[src/rtl/proc_control_unit_pkg.sv]
// Shared constants for the 9-bit processor control unit: opcodes, time steps
// and the AddSub encoding.
package proc_control_unit_pkg;

  localparam int unsigned INSTR_W = 9;
  localparam int unsigned FIELD_W = 3;
  localparam int unsigned REG_N   = 8;
  localparam int unsigned STEP_W  = 2;

  localparam logic [FIELD_W-1:0] OP_MV  = 3'b000;
  localparam logic [FIELD_W-1:0] OP_MVI = 3'b001;
  localparam logic [FIELD_W-1:0] OP_ADD = 3'b010;
  localparam logic [FIELD_W-1:0] OP_SUB = 3'b011;

  localparam logic ADDSUB_ADD = 1'b0;
  localparam logic ADDSUB_SUB = 1'b1;

  typedef enum logic [STEP_W-1:0] {
    T0 = 2'd0,
    T1 = 2'd1,
    T2 = 2'd2,
    T3 = 2'd3
  } step_t;

  // True for the two three-step ALU instructions.
  function automatic logic is_alu_op(input logic [FIELD_W-1:0] op);
    return (op == OP_ADD) || (op == OP_SUB);
  endfunction

endpackage

[src/rtl/decode3_8bits.sv]
// 3-to-8 register field decoder. Code 000 selects bit 7, code 111 bit 0.
// Ports: W (field code), En (enable), Y (one-hot select, all 0 when !En).
module decode3_8bits (
  input  logic [2:0] W,
  input  logic       En,
  output logic [7:0] Y
);

  assign Y = En ? (8'h80 >> W) : 8'h00;

endmodule

[src/rtl/proc_control_unit_upcount2.sv]
// 2-bit time-step counter.
// Ports: Clock, Reset (async, active-high), Clear (sync, wins over En),
// En (increment enable), Q (count).
module upcount2 (
  input  logic       Clock,
  input  logic       Reset,
  input  logic       Clear,
  input  logic       En,
  output logic [1:0] Q
);

  always_ff @(posedge Clock or posedge Reset) begin
    if (Reset)      Q <= 2'd0;
    else if (Clear) Q <= 2'd0;
    else if (En)    Q <= Q + 2'd1;
  end

endmodule

[src/rtl/proc_control_unit.sv]
// Instruction sequencer for the 9-bit simple processor. Fetches IIIXXXYYY
// from DIN in T0 and sequences mv / mvi / add / sub over the shared bus.
// Ports: Clock, Reset (async, active-high), Run (start, sampled in T0),
// DIN (instruction / immediate); outputs IRin, Rin/Rout (one-hot, bit 7 = R0),
// DINout, Ain, Gin, Gout, AddSub, Done (combinational from step, IR, Run),
// Tstep (current step).
module proc_control_unit
  import proc_control_unit_pkg::*;
(
  input  logic               Clock,
  input  logic               Reset,
  input  logic               Run,
  input  logic [INSTR_W-1:0] DIN,
  output logic               IRin,
  output logic [REG_N-1:0]   Rin,
  output logic [REG_N-1:0]   Rout,
  output logic               DINout,
  output logic               Ain,
  output logic               Gin,
  output logic               Gout,
  output logic               AddSub,
  output logic               Done,
  output logic [STEP_W-1:0]  Tstep
);

  logic [INSTR_W-1:0] ir;
  logic [FIELD_W-1:0] op;
  logic [REG_N-1:0]   x_oh;
  logic [REG_N-1:0]   y_oh;
  logic               step_clr;
  logic               step_inc;
  step_t              step;

  assign op   = ir[8:6];
  assign step = step_t'(Tstep);

  // Instruction register.
  always_ff @(posedge Clock or posedge Reset) begin
    if (Reset)     ir <= '0;
    else if (IRin) ir <= DIN;
  end

  decode3_8bits u_dec_x (.W(ir[5:3]), .En(1'b1), .Y(x_oh));
  decode3_8bits u_dec_y (.W(ir[2:0]), .En(1'b1), .Y(y_oh));

  upcount2 u_step (
    .Clock (Clock),
    .Reset (Reset),
    .Clear (step_clr),
    .En    (step_inc),
    .Q     (Tstep)
  );

  // Per-step control decode. Reset gates everything so outputs drop
  // asynchronously even mid-instruction.
  always_comb begin
    IRin     = 1'b0;
    Rin      = '0;
    Rout     = '0;
    DINout   = 1'b0;
    Ain      = 1'b0;
    Gin      = 1'b0;
    Gout     = 1'b0;
    AddSub   = ADDSUB_ADD;
    Done     = 1'b0;
    step_clr = 1'b0;
    step_inc = 1'b0;
    if (!Reset) begin
      unique case (step)
        T0: begin
          IRin     = Run;
          step_inc = Run;
        end
        T1: begin
          if (op == OP_MV) begin
            Rout = y_oh;
            Rin  = x_oh;
            Done = 1'b1;
          end else if (op == OP_MVI) begin
            DINout = 1'b1;
            Rin    = x_oh;
            Done   = 1'b1;
          end else if (is_alu_op(op)) begin
            Rout = x_oh;
            Ain  = 1'b1;
          end else begin
            Done = 1'b1;
          end
          step_inc = is_alu_op(op);
          step_clr = !is_alu_op(op);
        end
        T2: begin
          // A non-ALU opcode here is unreachable; fall back to T0 quietly.
          if (is_alu_op(op)) begin
            Rout     = y_oh;
            Gin      = 1'b1;
            AddSub   = (op == OP_SUB) ? ADDSUB_SUB : ADDSUB_ADD;
            step_inc = 1'b1;
          end else begin
            step_clr = 1'b1;
          end
        end
        T3: begin
          if (is_alu_op(op)) begin
            Gout = 1'b1;
            Rin  = x_oh;
            Done = 1'b1;
          end
          step_clr = 1'b1;
        end
        default: step_clr = 1'b1;
      endcase
    end
  end

endmodule

[config.mk]
export PLATFORM = sky130hd
export DESIGN_NAME = proc_control_unit
export DESIGN_NICKNAME = d
export VERILOG_FILES = /design/src/rtl/proc_control_unit_pkg.sv /design/src/rtl/decode3_8bits.sv /design/src/rtl/proc_control_unit_upcount2.sv /design/src/rtl/proc_control_unit.sv
export SDC_FILE = /design/constraint.sdc
export NUM_CORES = 1
export LEC_CHECK = 0
export ABC_CLOCK_PERIOD_IN_PS = 1700
export CORE_ASPECT_RATIO = 1.75
export CORE_MARGIN = 3
export CORE_UTILIZATION = 35
export CTS_BUF_LIST = sky130_fd_sc_hd__clkbuf_8
export DETAILED_ROUTE_END_ITERATION = 8
export PLACE_DENSITY = 0.74
export SLEW_MARGIN = 40
export SYNTH_ARGS = -nofsm -noshare
export SYNTH_HDL_FRONTEND = slang
export SYNTH_SLANG_ARGS = --single-unit
[constraint.sdc]
create_clock -name Clock -period 1.7 [get_ports Clock]
set_clock_uncertainty 0.05 [all_clocks]
set_input_delay 0.34 -clock Clock [delete_from_list [all_inputs] [get_ports Clock]]
set_output_delay 0.34 -clock Clock [all_outputs]
set_load 0.01 [all_outputs]
# --- After elaboration in Yosys (flattened, before gate mapping) ---
# Cells that the tools add are included.
# W data, S select, Z words.
op_classes:
  add_sub_neg: 1
  eq_ne: 6
  n_shift: 2
  muxes: 40
  n_reduce_logical: 5
ops:
  columns: ["op", "count"]
  rows:
  - ["$mux W8", 8]
  - ["$pmux W8 S2", 2]
  - ["$mux W1", 25]
  - ["$shr A8 B3 Y8 const A", 2]
  - ["$eq A3 B2 Y1 const B", 2]
  - ["$pmux W1 S3", 2]
  - ["$eq A2 B2 Y1 const B", 2]
  - ["$mux W2", 2]
  - ["$eq A3 B1 Y1 const B", 1]
  - ["$logic_not A3 Y1", 1]
  - ["$add A2 B1 Y2 const B", 1]
  - ["$eq A2 B1 Y1 const B", 1]
  - ["$logic_not A2 Y1", 1]
  - ["$pmux W1 S2", 1]
  - ["$reduce_bool A2 Y1", 1]
  - ["$logic_not A1 Y1", 1]
  - ["$logic_or A1 B1 Y1", 1]
totals:
  ff_bits: 11
  inputBits: 12
  out_inout_bits: 25

# --- Depth between registers and ports, before layout ---
logic_depth:
  depth_word: 7
  depth_mapped: 7

# --- Hierarchy ---
# From an unflattened synthesis, not the netlist that was laid out.
hier_totals:
  hier_cells: 110
  hier_area_um2: 1078.5
by_module_without_submodules:
  columns: ["mod", "instances", "cells_per_inst", "area_per_inst_um2", "seq_area_each_um2"]
  rows:
  - ["proc_control_unit", 1, 86, 793.3, 225.2]
  - ["decode3_8bits", 2, 8, 96.3, 0.0]
  - ["upcount2", 1, 8, 92.6, 50.0]

# --- Worst setup path before layout ---
# Ideal clock, no wire load.
synth_timing:
  path_type: "reg-to-output"
  from: "register u_step.Q[0]"
  to: "output Rout[0]"
  arrival_ns: 1.450
  setup_slack_ns: -0.140
  path_stages_with_launch: 6
  cell_sequence: "dfrtp_1 inv_1 ha_1 and4b_1 a32oi_1 nor3_1"
synth_between:
  elab_chain_len: 3
  word_cells_on_any_way: 4
synth_rtl:
  columns: ["element", "line", "rtl"]
  rows:
  - ["from (decl)", "proc_control_unit_upcount2.sv:9", "output logic [1:0] Q"]
  - ["from (signal assigned)", "proc_control_unit_upcount2.sv:15", "else if (En) Q <= Q + 2'd1;"]
  - ["$eq A2 B2 Y1 / $eq A2 B1 Y1 (equally long branches)", "proc_control_unit.sv:69", "unique case (step)"]
  - ["$pmux W8 S2 *", "proc_control_unit.sv:69", null]
  - ["$mux W8 *", "proc_control_unit.sv:68", "if (!Reset) begin"]
  - ["to (decl)", "proc_control_unit.sv:16", "output logic [REG_N-1:0] Rout,"]
# Mark *: on every way between the ends. The rest lies on a longest branch, timed or not.

# --- Final worst setup path ---
layout_timing:
  from: "register u_step.Q[0]"
  to: "output Rout[7]"
# Same word-level chain as after synthesis.

==> impl_metrics.yaml <==
timing:
  final-hold-violation-count: 0
  setup_violations: 25
  max-slew-margin-rel_pct: 73.57
  rsz0062_at_grt: "yes"
  holdWs_ps: 489.1
  setup_ws_ps: -387.7
  worst_pin_slew_ps: 393.1
  max_freq_mhz: 479.0
  tns_ps: -6386
  maxSlewViolCount: 0
  period_share_pct: 122.8
  period_needed_ps: 2088
place:
  postPlaceCellArea_um2: 1645
  hpwl_um: 2511
  numPortBuffers: 36
  gp_congestion: 0.8686
critical_path:
  crit_type: "reg -> out"
  cp.required_ps: 1310
  endpoint_kind: "output port"
  worstSetupStartpointType: "flip-flop"
  critPathArrivalTime_ps: 1700
  crit_path_max_fanout: 5
cts:
  clockRootBuffer: "clkbuf_8"
  numCtsBuffers: 3
  cts.sinks: 11
  clkTransAtPathRegs_ps: 50
  cts_buffer_depth: 2
  htreeDepth: 1
  clk_latency_ps: 230
  hold_buffers: 0
  cts_tree: "done"
synthesis:
  syn_area_per_cell_um2: 8.410
  yosysTopAreaCellShare_pct: 26.83
  ys_ff_latch: 11
  synth_area_leaders: "dfrtp_1 (27%), mux2_1 (7.7%), ha_1 (7.3%)"
  yosysWarnings: 0
  yosys.area_share.xor_xnor_pct: 0
  synth_compound_area_share_pct: 19.63
  synth_area_um2: 1026
  synth_cell_type_count: 35
  synth_fp_nets: 140
  yosysSeqAreaShare_pct: 26.83
  synth_top_family_by_area: "simple AND/OR/NAND/NOR gates"
  synthAdderAreaFrac_pct: 7.317
  netlist_instances: 122
  synth_mux_area_share_pct: 10.73
  yosysTopAreaCell: "dfrtp_1"
  synth-simple-area-share_pct: 28.66
route:
  wl_met2_um: 2248
  wl_per_cell_um: 17.92
  wl_met1_um: 1510
  highest_layer: "met4"
  via_per_inst: 5.643
  wl_met3_um: 141
  dr.pass1.iters: 4
  vias: 1281
  route.detailed.drc: 0
  drtAntennaViolNets: 0
  drt_iter0_markers: 34
  drt-total-wl_um: 4067
final_layout:
  final_common_cell: "buf_4"
  num_antenna_cells: 0
  fin_nets: 219
  mostFrequentLayoutCells: "buf_4 (33), buf_2 (20), buf_6 (17), nor3_2 (10), clkdlybuf4s50_1 (10)"
  drive_gt1_share_pct: 64.50
  design_area_um2: 2004
  syn2layout_area_growth_pct: 95.37
  utilization_pct: 72.82
  final.fill_count: 198
global_routing:
  grt_pass1_vias: 1353
  grt_overflow: 0
  grt_max_degree: 14
  track_usage_pct: 22.72
  antenna_found_initial: 0
  grt_pass1_wl_um: 6216
floorplan:
  dieArea_um2: 3642
  die_x_um: 46.93
  rows: 25
  ios: 37
  core_area_um2: 2753
  die_y_um: 77.62
  initial_core_util_pct: 37.27
power_and_ir_drop:
  power_mw: 3.625
  peakVddDrop_v: 0.001377
  p_leak_nw: 0.9053
  p_per_area_nw_per_um2: 1808
flow_run:
  drv_cap: 0
run_status:
  status: "finished, violations left"
  violations: "setup timing"
worst_hold_path:
  hold_class: "in -> async"
-- state kept, by name, indices dropped and copies added, names as in the netlist --
| register | count |
|---|---|
| ir | 9 |
| u_step.Q | 2 |
-- report_power, final --
part / internal [mW] / total, mW / switching, mW
combinational: 1.40 / 2.74 / 1.34
clock: 0.158 / 0.247 / 0.0891
sequential: 0.404 / 0.636 / 0.232
-- per-layer routing --
layer	up-vias	GRT usage, %
li1	600	-
met1	626	24.93
met2	41	39.51
met3	14	2.088
met4	0	12.47
met5	-	0
-- synth_stat cells, drive strengths merged --
library cell and number:
mux2 8, inv 4, o2111ai 1, clkbuf 2, buf 7, a21oi 7, nor3 12, a32oi 2
a22oi 7, and2b 2, o31ai 3, o21ai 7, and3 2, nand2b 5, nor3b 1, mux2i 2
a31oi 2, a211o 1, nand3b 1, or3 1, nand2 7, o311ai 1, nor2b 1, dfrtp 11
ha 6, and2 3, or2 2, and4b 1, nor2 13
-- metrics by stage --
step,worst slack (ps),std cells
after detailed placement,-725.7,206
after global routing,-484.6,227
after floorplan,-28.52,122
after CTS,-332.7,220
after global placement,-734.9,206
final,-387.7,227
-- cell type report --
| type | count | area, um^2 | area share (%) |
|---|---|---|---|
| clock buffer | 3 | 41.29 | 2.060 |
| tap | 27 | 33.78 | 1.685 |
| clock inverter | 1 | 3.754 | 0.1873 |
| sequential | 11 | 280.3 | 13.98 |
| timing repair buffer | 83 | 665.6 | 33.21 |
| multi-input combinational | 98 | 964.7 | 48.13 |
| inverter | 4 | 15.01 | 0.7491 |
-- cells by family (layout without fill, tap and decap cells) --
group,Yosys count,in the layout
simple gates,51,51
buf+inv,13,91
mux,10,10
flops,11,11
compound gates,31,31
fa+ha+maj,6,6
-- critical path, stage by stage, from the launching register on --
cell and delay, ps:
dfrtp_2 450, inv_2 110, ha_4 140, nor3b_4 200
buf_6 140, buf_4 100, a22oi_2 60, nor3_2 120
buf_2 150
-- final timing paths --
kind | slack (ps) | cells past startpoint | endpoint | start
worst max-delay path | -390 | 8 | Rout[7] | u_step.Q[0]
worst min-delay path | 490 | 4 | u_step.Q[1] | Reset
worst max register to register | -120 | 8 | u_step.Q[0] | u_step.Q[0]
worst min register to register | 610 | 2 | u_step.Q[0] | u_step.Q[0]
max in group asynchronous | 930 | 4 | ir[7] | Reset
min in group Clock | 610 | 2 | u_step.Q[0] | u_step.Q[0]
-- what timing repair did --
| item | CTS | global route |
|---|---|---|
| pin swaps | 15 | 19 |
| setup buffers | 9 | 9 |
| setup endpoints to repair | 34 | 33 |
| resized for setup | 128 | 37 |
| cloned | 1 | 0 |
(Power assumes the default switching activity.)
